[src/rtl/paddle.sv]
// Player paddle: debounced up/down buttons move the paddle once per frame at the
// start of vertical blank; the paddle is rendered as a registered 1-bit video term.
module paddle #(
  parameter int H_VISIBLE       = 640,
  parameter int V_VISIBLE       = 480,
  parameter int PADDLE_X        = 16,
  parameter int PADDLE_W        = 8,
  parameter int PADDLE_H        = 64,
  parameter int SPEED           = 4,
  parameter int DEBOUNCE_CYCLES = 250000
) (
  input  logic       i_Clk,
  input  logic       i_Reset,
  input  logic       i_Btn_Up,
  input  logic       i_Btn_Down,
  input  logic [9:0] i_HSync_Pos,
  input  logic [9:0] i_VSync_Pos,
  output logic [9:0] o_Paddle_Y,
  output logic       o_Video
);

  localparam int          CNT_W   = $clog2(DEBOUNCE_CYCLES + 1);
  localparam logic [CNT_W-1:0] CNT_MAX = CNT_W'(DEBOUNCE_CYCLES - 1);
  localparam logic [10:0] Y_MAX   = 11'(V_VISIBLE - PADDLE_H);
  localparam logic [9:0]  Y_RESET = 10'((V_VISIBLE - PADDLE_H) / 2);

  typedef enum logic [1:0] {
    MOVE_HOLD = 2'd0,
    MOVE_UP   = 2'd1,
    MOVE_DOWN = 2'd2
  } motion_e;

  // Bit 0 = up button, bit 1 = down button.
  logic [1:0]            sync1_q, sync2_q;
  logic [1:0]            stable_q, stable_d;
  logic [1:0][CNT_W-1:0] cnt_q, cnt_d;
  logic [9:0]            y_q, y_d;
  logic                  video_q, video_d;
  motion_e               motion;
  logic                  tick;

  always_comb begin
    stable_d = stable_q;
    cnt_d    = cnt_q;
    for (int b = 0; b < 2; b++) begin
      if (sync2_q[b] != stable_q[b]) begin
        if (cnt_q[b] == CNT_MAX) begin
          stable_d[b] = sync2_q[b];
          cnt_d[b]    = '0;
        end else begin
          cnt_d[b] = cnt_q[b] + 1'b1;
        end
      end else begin
        cnt_d[b] = '0;
      end
    end
  end

  assign tick = (i_HSync_Pos == 10'd0) && (i_VSync_Pos == 10'(V_VISIBLE));

  always_comb begin
    motion = MOVE_HOLD;
    if (stable_q[0] && !stable_q[1]) begin
      motion = MOVE_UP;
    end else if (stable_q[1] && !stable_q[0]) begin
      motion = MOVE_DOWN;
    end
  end

  // Down motion is summed in 11 bits so the clamp compare cannot see a wrapped value.
  logic [10:0] down_sum;
  assign down_sum = {1'b0, y_q} + 11'(SPEED);

  always_comb begin
    y_d = y_q;
    if (tick) begin
      unique case (motion)
        MOVE_UP:   y_d = (y_q < 10'(SPEED)) ? 10'd0 : y_q - 10'(SPEED);
        MOVE_DOWN: y_d = (down_sum > Y_MAX) ? Y_MAX[9:0] : down_sum[9:0];
        default:   y_d = y_q;
      endcase
    end
  end

  logic [10:0] h_ext, v_ext, y_ext;
  assign h_ext = {1'b0, i_HSync_Pos};
  assign v_ext = {1'b0, i_VSync_Pos};
  assign y_ext = {1'b0, y_q};

  always_comb begin
    video_d = (h_ext >= 11'(PADDLE_X)) && (h_ext < 11'(PADDLE_X + PADDLE_W)) &&
              (v_ext >= y_ext) && (v_ext < y_ext + 11'(PADDLE_H)) &&
              (h_ext < 11'(H_VISIBLE)) && (v_ext < 11'(V_VISIBLE));
  end

  always_ff @(posedge i_Clk) begin
    if (i_Reset) begin
      sync1_q  <= '0;
      sync2_q  <= '0;
      stable_q <= '0;
      cnt_q    <= '0;
      y_q      <= Y_RESET;
      video_q  <= 1'b0;
    end else begin
      sync1_q  <= {i_Btn_Down, i_Btn_Up};
      sync2_q  <= sync1_q;
      stable_q <= stable_d;
      cnt_q    <= cnt_d;
      y_q      <= y_d;
      video_q  <= video_d;
    end
  end

  assign o_Paddle_Y = y_q;
  assign o_Video    = video_q;

endmodule

[config.mk]
export PLATFORM = sky130hd
export DESIGN_NAME = paddle
export DESIGN_NICKNAME = d
export VERILOG_FILES = /design/src/rtl/paddle.sv
export SDC_FILE = /design/constraint.sdc
export NUM_CORES = 1
export LEC_CHECK = 0
export BUFFER_PORTS_ARGS = -buffer_cell sky130_fd_sc_hd__buf_2
export CAP_MARGIN = 20
export CORE_ASPECT_RATIO = 0.5
export CORE_MARGIN = 4
export CORE_UTILIZATION = 40
export CTS_BUF_LIST = sky130_fd_sc_hd__clkbuf_2
export CTS_CLUSTER_DIAMETER = 80
export DETAILED_ROUTE_END_ITERATION = 10
export HOLD_SLACK_MARGIN = 0.15
export PLACE_DENSITY = 0.65
export SLEW_MARGIN = 20
export SYNTH_ARGS = -nofsm -noshare
export SYNTH_HDL_FRONTEND = slang
export SYNTH_SLANG_ARGS = --single-unit
[constraint.sdc]
create_clock -name i_Clk -period 3.25 [get_ports i_Clk]
set_clock_uncertainty 0.15 [all_clocks]
set_input_delay 0.975 -clock i_Clk [delete_from_list [all_inputs] [get_ports i_Clk]]
set_output_delay 0.975 -clock i_Clk [all_outputs]
set_load 0.01 [all_outputs]
==> metrics.md <==
| Metric | Value |
|---|---|
| Status | complete, no violations |
| Reg2reg path depth | 8 |
| Total GRT Usage | 0.149 |
| Register area share after synthesis | 0.353 |
| First-pass GRT wire length | around 10 mm |
| Later-pin clock latency in the skew report | 0.45 ns |
| Final setup fails | 0 |
| TritonCTS buffer count | 5 |
| Antenna violations before repair | 0 |
| Setup slack after layout | 0.650 ns |
| Hold Path Sink | sync2_q[0] |
| Horiz. Die Dim | about 130 um |
| Count leader, synth | nor2_1 |
| Hold Violations, Final | 0 |
| Worst hold start | sync1_q[0] |
| CTS Hold Buffers Added | 0 |
| Layout cells sized above 1 | 0.125 |
| Worst-Margin Slew | 0.601 ns |
| Critical Path AT | 2.83 ns |
| CTS resizes | 0 |
| Area contributors post-synth | dfxtp_1 35%, ha_1 8.2%, nor2_1 7.3%, xor2_1 7.0%, nand3_1 4.3% |
| Pre-antenna DRT Iters | 4 |
| Root Driver | clkbuf_2 |
| RSZ-0062 raised after global routing | false |
| Crit-path cells | buf_4, ha_1, nand4_1, xnor2_1, a211oi_1, a221o_1, or2_0, a221oi_2 |
| Crit Path Category | flop to flop |
| Die height | 68.1 um |
| Synthesized netlist cell count | approximately 350 |
| Asr flop ratio synth | 0 |
| Critical Path Sink Type | flop |
| Yosys cell types | 54 |
| Overall power | around 0.94 mW |
| Synthesized area | 2890 um2 |
| CP max stage delay | slightly below 0.6 ns |
| R2r setup slk | 0.65 ns |
| Total gr overflow | 0 |
| Mapped Avg Cell Area | 8.21 um2 |
| Routed len/inst | about 14 um |
| Antenna fix cells | 0 |
| Post-synth EDFFs | 0 |
| Main synth FF type | dfxtp_1 |
| Worst hold path cell count | 1 |
| HPWL Detailed | around 4.7 mm |
| Pin count of the biggest net entering global routing | 20 |
| Gpl congestion | roughly 0.80 |
| Final slew viol count | 0 |
| Post-Place Cell Area | 3100 um2 |
| Synth warnings | 0 |
| Post-synth top cells | 56 x nor2_1, 51 x dfxtp_1, 25 x nand3_1 |
| Io pins | 35 |
| Final min period | between 2 and 3 ns |
| Remaining DRCs | 0 |
| Max-cap violations | 0 |
| RR Startpoint | o_Paddle_Y[6] |
| Postcts setup bufs | 0 |
| Routed Wire Length | between 6 and 7 mm |
| CP bufs+invs | 1 |
| H-tree levels | 2 |
| Max clock buf depth | 2 |
| Flops & latches, synth | between 50 and 60 |
| Period utilisation layout | 0.800 |
| TritonCTS clock tree | built |
| CP max stage cell | dfxtp_1 |
| Area Overhead vs Synth | 8.44% |
| Leakage | about 1.1 nW |
| Kind of cell adding the most delay to the critical path | compound AO/OA/AOI/OAI gates |
| Rows | 21 |
| HP Class | flop to flop |
| CTS clk-pin slew, worst paths | ~0.25 ns |
| Initial drt markers | 90 |
| Max VDD drop | 115 uV |
| Synth area leader | dfxtp_1 |
| Synth top area share | 0.353 |
| Routed vias | roughly 2,500 |
| Starting Density | 0.421 |
| Crit path launch type | flop |
| Reg-to-reg endpoint | o_Paddle_Y[5] |
| Post-route cell area | ~3100 um2 |
| Number of global-route vias before repair | around 2,400 |
| Core Area | 6860 um2 |
| Sum of negative setup slack | 0 ns |
| FMAX | 385 MHz |
| Crit path launch | o_Paddle_Y[6] |
| Nets | 420 |
| DIE AREA | 8730 um2 |
| CP required | 3.48 ns |
| Power density cells | 300 nW/um2 |
| Crit-path max FO | 9 |
| Via density | between 5 and 6 |
| Port bufs | 32 |
| CTS Sinks | a little over 50 |
| Post-DRT Antenna Nets | 0 |
| Pre-CTS WS | between 0.2 and 0.3 ns |
| Relative slew margins | 0.599 |
==> metal layers <==
layer / share of wire / vias to the layer above / GRT usage
li1: - / 1275 / -
met1: 0.48 / 1142 / 0.189
met3: 0.044 / 8 / 0.0288
met2: 0.46 / 65 / 0.258
met4: 0.013 / 0 / 0.0503
met5: 0 / - / 0
==> through the flow <==
step	hold slack (ns)	instances	util
2_1_floorplan	0.264	353	-
3_3_place_gp	0.272	462	0.451
3_5_place_dp	0.278	462	0.451
4_1_cts	0.317	469	0.457
5_1_grt	0.344	469	0.457
6_report	0.315	469	0.457
==> worst max path at each step <==
stage | end | depth (start not counted)
finish | o_Paddle_Y[5] | 8
global route | o_Paddle_Y[5] | 8
CTS | o_Paddle_Y[5] | 8
detailed placement | o_Paddle_Y[4] | 7
global placement | o_Paddle_Y[4] | 7
floorplan | o_Paddle_Y[4] | 7
==> sequential cells by signal, indices dropped and copies added, names as in the netlist <==
signal and flops:
sync2_q 2, sync1_q 2, o_Paddle_Y 8, cnt_q 36, stable_q 2, o_Video 1
==> cells by family (layout without fill, tap and decap cells) <==
group                    count (synthesis)  in the layout  synth area share
buffers and inverters                   32             56            0.0502
AO/OA/AOI/OAI                           48             48             0.119
flip-flops                              51             51             0.353
multiplexers                             3              3            0.0104
AND/OR/NAND/NOR                        162            162             0.274
other                                    1              2           0.00130
adder cells (fa/ha/maj)                 19             19            0.0823
XOR/XNOR                                36             36             0.109
==> final cells by class <==
type | count | area, um2
multi-input combinational | 270 | 1730
clock buffer | 5 | 25.0
inverter | 15 | 56.3
fill | 668 | 3720
timing repair buffer | 34 | 175
clock inverter | 2 | 13.8
sequential | 51 | 1020
tap | 92 | 115
==> placed cells by master (no fill, tap or decap), drive strengths merged, types with 7 or more instances in the layout <==
cell and count:
nand4 11, dfxtp 51, nand3 25, ha 19, o21ai 8, nand2 23
xnor2 13, nor2 56, nor3 7, inv 15, xor2 23, nor4 8
a21oi 12, buf 34, and3 9
==> worst reg2reg max path, cell delays in order (launching register included) <==
cell and delay [ns]:
dfxtp_1 0.58, buf_4 0.22, ha_1 0.26, nand4_1 0.14, xnor2_1 0.29, a211oi_1 0.08
a221o_1 0.36, or2_0 0.25, a221oi_2 0.21
==> where the power goes <==
part | leakage (nW) | internal (mW) | switching [mW]
sequential | 0.412 | 0.631 | 0.00151
clock | 0.0288 | 0.0495 | 0.211
combinational | 0.699 | 0.0214 | 0.0247
total | 1.14 | 0.702 | 0.237
No activity file was read; power rests on OpenSTA's default activity.
